<file path="src/rtl/coord_scan_ctrl.sv">
// Block-coordinate scan sequencer: walks a square search window and issues one (X,Y) write per position.
// Latency: START or accepted READY -> WRITE_EN next cycle; last READY -> DONE next cycle.
// Backpressure: holds the current position in WAIT until READY; START ignored while BUSY.
// Optional: define COORD_SNAKE_SCAN_EN for serpentine row order (default build is plain raster).
module coord_scan_ctrl #(
   parameter int COORD_W = 8,
   parameter int RANGE   = 16,
   parameter int STEP    = 4
) (
   input  logic                      CLK,
   input  logic                      RST_ASYNC,
   input  logic                      START,
   input  logic                      READY,
   output logic                      WRITE_EN,
   output logic signed [COORD_W-1:0] COORD_X,
   output logic signed [COORD_W-1:0] COORD_Y,
   output logic                      LAST,
   output logic                      BUSY,
   output logic                      DONE
);

   localparam logic signed [COORD_W-1:0] C_MIN  = COORD_W'(-RANGE);
   localparam logic signed [COORD_W-1:0] C_MAX  = COORD_W'(RANGE - STEP);
   localparam logic signed [COORD_W-1:0] C_STEP = COORD_W'(STEP);

`ifdef COORD_SNAKE_SCAN_EN
   // Serpentine: the final row runs right-to-left when the row count is even.
   localparam int                        N_AXIS = (2 * RANGE) / STEP;
   localparam logic signed [COORD_W-1:0] END_X  = ((N_AXIS % 2) == 0) ? C_MIN : C_MAX;
`else
   localparam logic signed [COORD_W-1:0] END_X  = C_MAX;
`endif

   typedef enum logic [1:0] {
      IDLE  = 2'd0,
      ISSUE = 2'd1,
      WAIT  = 2'd2,
      FIN   = 2'd3
   } state_t;

   state_t                    state;
   logic signed [COORD_W-1:0] nxt_x;
   logic signed [COORD_W-1:0] nxt_y;
   logic                      cur_last;
   logic                      nxt_last;

`ifdef COORD_SNAKE_SCAN_EN
   // High while walking a right-to-left row.
   logic                      row_odd;
`endif

   // Position that follows the one currently on the coordinate outputs.
   always_comb begin
      nxt_x = COORD_X;
      nxt_y = COORD_Y;
`ifdef COORD_SNAKE_SCAN_EN
      if (!row_odd) begin
         if (COORD_X < C_MAX) nxt_x = COORD_X + C_STEP;
         else                 nxt_y = COORD_Y + C_STEP;
      end else begin
         if (COORD_X > C_MIN) nxt_x = COORD_X - C_STEP;
         else                 nxt_y = COORD_Y + C_STEP;
      end
`else
      if (COORD_X < C_MAX) begin
         nxt_x = COORD_X + C_STEP;
      end else begin
         nxt_x = C_MIN;
         nxt_y = COORD_Y + C_STEP;
      end
`endif
   end

   // End-of-traversal detection for the current and the upcoming position.
   always_comb begin
      cur_last = (COORD_X == END_X) && (COORD_Y == C_MAX);
      nxt_last = (nxt_x == END_X) && (nxt_y == C_MAX);
   end

   // Scan FSM with all outputs registered.
   always_ff @(posedge CLK or posedge RST_ASYNC) begin
      if (RST_ASYNC) begin
         state    <= IDLE;
         WRITE_EN <= 1'b0;
         LAST     <= 1'b0;
         BUSY     <= 1'b0;
         DONE     <= 1'b0;
         COORD_X  <= '0;
         COORD_Y  <= '0;
`ifdef COORD_SNAKE_SCAN_EN
         row_odd  <= 1'b0;
`endif
      end else begin
         case (state)
            IDLE: begin
               DONE <= 1'b0;
               if (START) begin
                  state    <= ISSUE;
                  WRITE_EN <= 1'b1;
                  // A legal window always has at least two positions per axis,
                  // so the first position is never the last one.
                  LAST     <= 1'b0;
                  BUSY     <= 1'b1;
                  COORD_X  <= C_MIN;
                  COORD_Y  <= C_MIN;
`ifdef COORD_SNAKE_SCAN_EN
                  row_odd  <= 1'b0;
`endif
               end
            end
            ISSUE: begin
               WRITE_EN <= 1'b0;
               LAST     <= 1'b0;
               state    <= WAIT;
            end
            WAIT: begin
               if (READY) begin
                  if (cur_last) begin
                     state <= FIN;
                     DONE  <= 1'b1;
                  end else begin
                     state    <= ISSUE;
                     WRITE_EN <= 1'b1;
                     LAST     <= nxt_last;
                     COORD_X  <= nxt_x;
                     COORD_Y  <= nxt_y;
`ifdef COORD_SNAKE_SCAN_EN
                     if (nxt_y != COORD_Y) row_odd <= ~row_odd;
`endif
                  end
               end
            end
            FIN: begin
               DONE  <= 1'b0;
               BUSY  <= 1'b0;
               state <= IDLE;
            end
            default: begin
               state    <= IDLE;
               WRITE_EN <= 1'b0;
               LAST     <= 1'b0;
               BUSY     <= 1'b0;
               DONE     <= 1'b0;
            end
         endcase
      end
   end

endmodule
</file>
<file path="config.mk">
export PLATFORM = sky130hd
export DESIGN_NAME = coord_scan_ctrl
export DESIGN_NICKNAME = d
export VERILOG_FILES = /design/src/rtl/coord_scan_ctrl.sv
export SDC_FILE = /design/constraint.sdc
export NUM_CORES = 1
export LEC_CHECK = 0
export CAP_MARGIN = 20
export CELL_PAD_IN_SITES_DETAIL_PLACEMENT = 1
export CELL_PAD_IN_SITES_GLOBAL_PLACEMENT = 2
export CORE_ASPECT_RATIO = 1.25
export CORE_UTILIZATION = 34
export DETAILED_ROUTE_END_ITERATION = 8
export GPL_TIMING_DRIVEN = 0
export PLACE_DENSITY = 0.8
export SLEW_MARGIN = 20
export SYNTH_ARGS = -nofsm -noshare
export SYNTH_HDL_FRONTEND = slang
export SYNTH_SLANG_ARGS = --single-unit
</file>
<file path="constraint.sdc">
create_clock -name CLK -period 5.55 [get_ports CLK]
set_clock_uncertainty 0.1 [all_clocks]
set_input_delay 0.555 -clock CLK [delete_from_list [all_inputs] [get_ports CLK]]
set_output_delay 0.555 -clock CLK [all_outputs]
set_load 0.05 [all_outputs]
</file>
Word-level counts from Yosys, hierarchy flattened
Cells that the tools add are included.
{"block": "word_totals", "reg_bits": 22, "in_bits": 4}
{"block": "op_classes", "addsub": 2, "n_lt_le_gt_ge": 1, "n_eq_ne": 11, "mux": 25, "reduce_logical": 13}
{"cell": "8-bit 2-to-1 mux", "count": 7}
{"cell": "8-bit by 5-bit equality test with 1-bit output (second input constant)", "count": 4}
{"cell": "8-bit one-hot mux with 2 select lines", "count": 2}
{"cell": "8-bit by 4-bit adder with 8-bit output (second input constant)", "count": 2}
{"cell": "8-bit by 5-bit < comparator with 1-bit output (second input constant)", "count": 1}
{"cell": "1-bit 2-to-1 mux", "count": 8}
{"cell": "2-bit != test (second input constant)", "count": 4}
{"cell": "2-bit one-hot mux with 4 select lines", "count": 1}
{"cell": "4-bit AND reduction", "count": 2}
{"cell": "2-bit 2-to-1 mux", "count": 3}
{"cell": "1-bit one-hot mux with 3 select lines", "count": 2}
{"cell": "2-bit nonzero test", "count": 3}
{"cell": "2-bit equality test (second input constant)", "count": 2}
{"cell": "1-bit one-hot mux with 2 select lines", "count": 2}
{"cell": "2-bit AND reduction", "count": 2}
{"cell": "3-bit AND reduction", "count": 1}
{"cell": "3-bit nonzero test", "count": 1}
{"cell": "2-bit by 1-bit equality test with 1-bit output (second input constant)", "count": 1}
{"cell": "1-bit logical AND", "count": 2}
{"cell": "2-bit zero test", "count": 1}
{"cell": "2-bit OR reduction", "count": 1}

Depth between registers and ports, before layout
{"block": "logic_depth", "word_depth": 7, "ltp_mapped": 7}

Worst setup path before layout
No wires, ideal clock.
{"block": "synth_timing", "path_type": "register to register", "start": "register COORD_X[2]", "end": "register COORD_X[2]", "setup_ns": 0.125, "arrival_time_ns": 1.943, "required_time_ns": 5.325, "slack_ns": 3.382, "path_stages_with_launch": 7, "n_path_buf": 0, "period_less_slack_ns": 2.168, "cell_sequence": "dfrtp_1 ha_1 nor4b_2 nand4_2 nand2_2 nor2_1 mux2_2"}
{"block": "synth_via", "elab_chain_cells": 5, "word_cells_on_any_way": 10, "cone_classes": "add/sub (1); order compare (1); eq/ne (2); mux (4); reduce/logical (2)"}
{"item": "start, declared", "line": "15", "source": "output logic signed [COORD_W-1:0] COORD_X,"}
{"item": "start signal, assigned", "line": "125", "source": "COORD_X <= nxt_x;"}
{"item": "8-bit by 4-bit adder with 8-bit output / 8-bit by 5-bit < comparator with 1-bit output (equally long branches)", "line": "66, 65"}
{"item": "8-bit 2-to-1 mux", "line": "65", "source": "if (COORD_X < C_MAX) begin"}
{"item": "8-bit 2-to-1 mux", "line": "118", "source": "if (cur_last) begin"}
{"item": "8-bit 2-to-1 mux", "line": "117", "source": "if (READY) begin"}
{"item": "8-bit one-hot mux with 2 select lines", "line": "94", "source": "case (state)"}
Several ways; a longest one is shown, not always the timed one. The select of a mux whose other input is x is not followed.
A chain may end at the register's enable or synchronous reset.

Worst setup path after layout
{"block": "layout_timing", "start": "register COORD_X[4]", "end": "output COORD_X[4]"}
No word-level cell between the ends.

==> results by group <==
Critical path
  • Worst setup SP type: flip-flop
  • Crit path capture type: output port
  • Req. time, crit path: 4.89 ns
  • Critical path type: flip-flop to output port
  • CP bufs+invs: 1
  • Largest fanout on the critical path: 8
  • CP Data Arrival Time: 1.63 ns
  • Crit path max-delay family: buffers and inverters
  • Max incr delay on CP: 0.86 ns
  • Critical-path cell list: clkdlybuf4s50_1
  • Slowest-stage cell, CP: clkdlybuf4s50_1

Synthesis
  • Ys async rst share: 1.00
  • Synth top area share: 0.389
  • Synth Flop Type: dfrtp_1
  • Synth Register Bits: 20
  • Syn Inst Count: 131
  • Synthesized-area fraction occupied by adder cells: 0.0584
  • Synth unique cells: 48
  • Avg Cell Area, Syn: 9.81 um2
  • Main combinational cell family by area after synthesis: simple AND/OR/NAND/NOR gates
  • Post-synthesis cell area: 0.00128 mm2
  • Synth Area in Compound Gates: 0.203
  • Simple-gate share of the synthesized area: 0.241
  • Post-synthesis mux area share: 0.0331
  • Leading area contributor after synthesis: dfrtp_1
  • Sequential share of the synthesized area: 0.389
  • Synth Warn #: 0
  • Synth Area in XOR/XNOR: 0.0204
  • EDFF count, synth: 0
  • Synth area leaders: dfrtp_1 39%, ha_1 5.8%, o22a_1 4.1%

Floorplanning
  • Die area: 0.00403 mm2
  • Width of the die: 57.0 um
  • Die Ht: 70.7 um
  • Core Box Area: 0.00354 mm2
  • Rows: 24
  • Top Ports: 24
  • Initial Util: 0.363

STA
  • FMAX: 437 MHz
  • Minimum clock period: 2.29 ns
  • Setup repair after global routing missed its margin: no
  • Total Neg Setup Slack: 0 ns
  • Rel. slew slack: 0.460
  • Endpoints failing hold: 0
  • Worst-Margin Slew: 0.809 ns
  • Worst hold margin: 0.426 ns
  • Final worst slack: 3.26 ns
  • Setup violations, final: 0
  • Period Utilization, post-route: 0.412
  • Fin. max-slew vios: 0

Flow run
  • Max Cap Viol: 0

Power
  • Leakage: 0.647 nW
  • P per Cell Area: 395 mW/mm2
  • Int Power: 0.348 mW
  • Combinational Power Share: 0.511
  • Peak VDD IR: 230 uV
  • Psw: 0.285 mW
  • Clk pwr share: 0.180
  • Reg power frac: 0.309
  • Switching share of power: 0.450
  • Total Power: 0.633 mW

Placed design
  • Setup WS pre-CTS: 3.10 ns
  • Port buffer count: 21
  • Inst Count DP: 192
  • DP HPWL: 2.46 mm
  • Routability Congestion: 0.723
  • DP Area: 0.00155 mm2

GRT
  • Number of global-route vias before repair: 1,216
  • All-Layer GR Usage: 0.188
  • Largest net degree at the start of global routing: 21
  • Initial antenna violation count: 0
  • First-pass GRT wire length: 5.89 mm
  • Grt ovf: 0

Cells and area
  • Inserted Diodes: 0
  • Post-route cell area: 0.00160 mm2
  • Area grow syn2layout: 24.7%
  • Finished Core Util: 0.452
  • Nets: 168
  • Final Non-Filler Cells: 196
  • Layout cells sized above 1: 0.159

Detailed routing
  • DRC: 4
  • Vias: 1,119
  • DRT iter0 DRCs: 35
  • Antenna Nets Post-Route: 0
  • Routed WL: 3.33 mm
  • 1st-pass router iterations: 8
  • DR vias/cell: 5.71
  • Drt wl/cell: 17.0 um

Clock tree
  • Clock-pin slew on the worst setup and hold paths: 0.08 ns
  • CTS H-tree lvls: 1
  • Hold_buf cts: 0
  • CTS Buf Count: 3
  • Clock buffer depth: 2
  • Post_cts resized: 0
  • Post-CTS Setup Bufs: 0
  • Later-pin clock latency in the skew report: 0.26 ns
  • Clk root buf: clkbuf_8
  • CTS Sinks: 20
  • CTS tree: built

Status
  • Failing checks: design-rule violations
  • Status: finished with violations

Min path
  • Hold/Removal Path Class: flip-flop to flip-flop
-- state kept, by name (all words and copies together), names as in the netlist --
register,flops
BUSY,1
COORD_Y,6
LAST,1
state,2
WRITE_EN,1
DONE,1
COORD_X,8
-- final cells by class --
type | instances | area, um2
well taps | 39 | 48.8
inverters | 6 | 22.5
fillers | 411 | 1940
repair buffers | 21 | 210
clock buffers | 4 | 55.1
flip-flops and latches | 20 | 500
plain buffers | 6 | 43.8
multi-input cells | 100 | 722
-- synthesized netlist by cell type, drive strengths merged, types with 4 or more instances --
| cell type | count |
|---|---|
| a21oi | 5 |
| and2 | 6 |
| buf | 6 |
| dfrtp | 20 |
| ha | 6 |
| inv | 6 |
| nand2 | 7 |
| nand3 | 4 |
| nand4 | 4 |
| nor2 | 11 |
| o21ai | 10 |
| o22a | 6 |
-- power groups by stage --
stage | clock (mW) | sequential [mW] | combinational [mW]
2_1_floorplan | 0 | 0.252 | 0.177
3_3_place_gp | 0 | 0.197 | 0.322
3_5_place_dp | 0 | 0.199 | 0.328
4_1_cts | 0.117 | 0.196 | 0.329
5_1_grt | 0.124 | 0.201 | 0.358
6_report | 0.114 | 0.196 | 0.324
-- worst paths after layout --
path / from / endpoint / slack (ns) / cells past startpoint
setup / recovery: COORD_X[4]$_DFFE_PP0P_ / COORD_X[4] / 3.26 / 1
hold / removal: BUSY$_DFFE_PP0P_ / BUSY$_DFFE_PP0P_ / 0.43 / 2
setup reg to reg: state[0]$_DFFE_PP0P_ / COORD_X[6]$_DFFE_PP0P_ / 3.28 / 7
hold reg to reg: BUSY$_DFFE_PP0P_ / BUSY$_DFFE_PP0P_ / 0.43 / 2
max in group asynchronous: RST_ASYNC / COORD_Y[5]$_DFFE_PP0P_ / 4.20 / 2
min in group asynchronous: RST_ASYNC / COORD_X[5]$_DFFE_PP0P_ / 0.65 / 2
-- per-layer routing --
metal  wire, um  GRT usage  share of wire
met1       1420      0.234           0.43
met2       1780      0.329           0.53
met3         72     0.0219          0.022
met4         55     0.0705          0.017
met5          0          0              0
-- cell usage in the layout (no fill, tap or decap), types with 3 or more instances in the layout --
master,instances
a21oi_1,5
a22o_1,3
a2bb2oi_1,3
and2_1,4
and3_1,3
buf_4,3
clkbuf_8,4
clkdlybuf4s50_1,21
dfrtp_1,20
ha_1,6
inv_1,6
nand2_1,6
nand3_1,4
nand4_1,3
nor2_1,9
o21ai_0,4
o21ai_1,4
o22a_1,6
-- kinds of logic (layout without fill, tap and decap cells) --
family                   after synthesis  after routing
AND/OR/NAND/NOR                       49             49
AO/OA/AOI/OAI                         36             36
flip-flops                            20             20
buffers and inverters                 12             37
adder cells (fa/ha/maj)                6              6
multiplexers                           4              4
XOR/XNOR                               3              3
other                                  1              2
No activity file was read; power rests on OpenSTA's default activity.
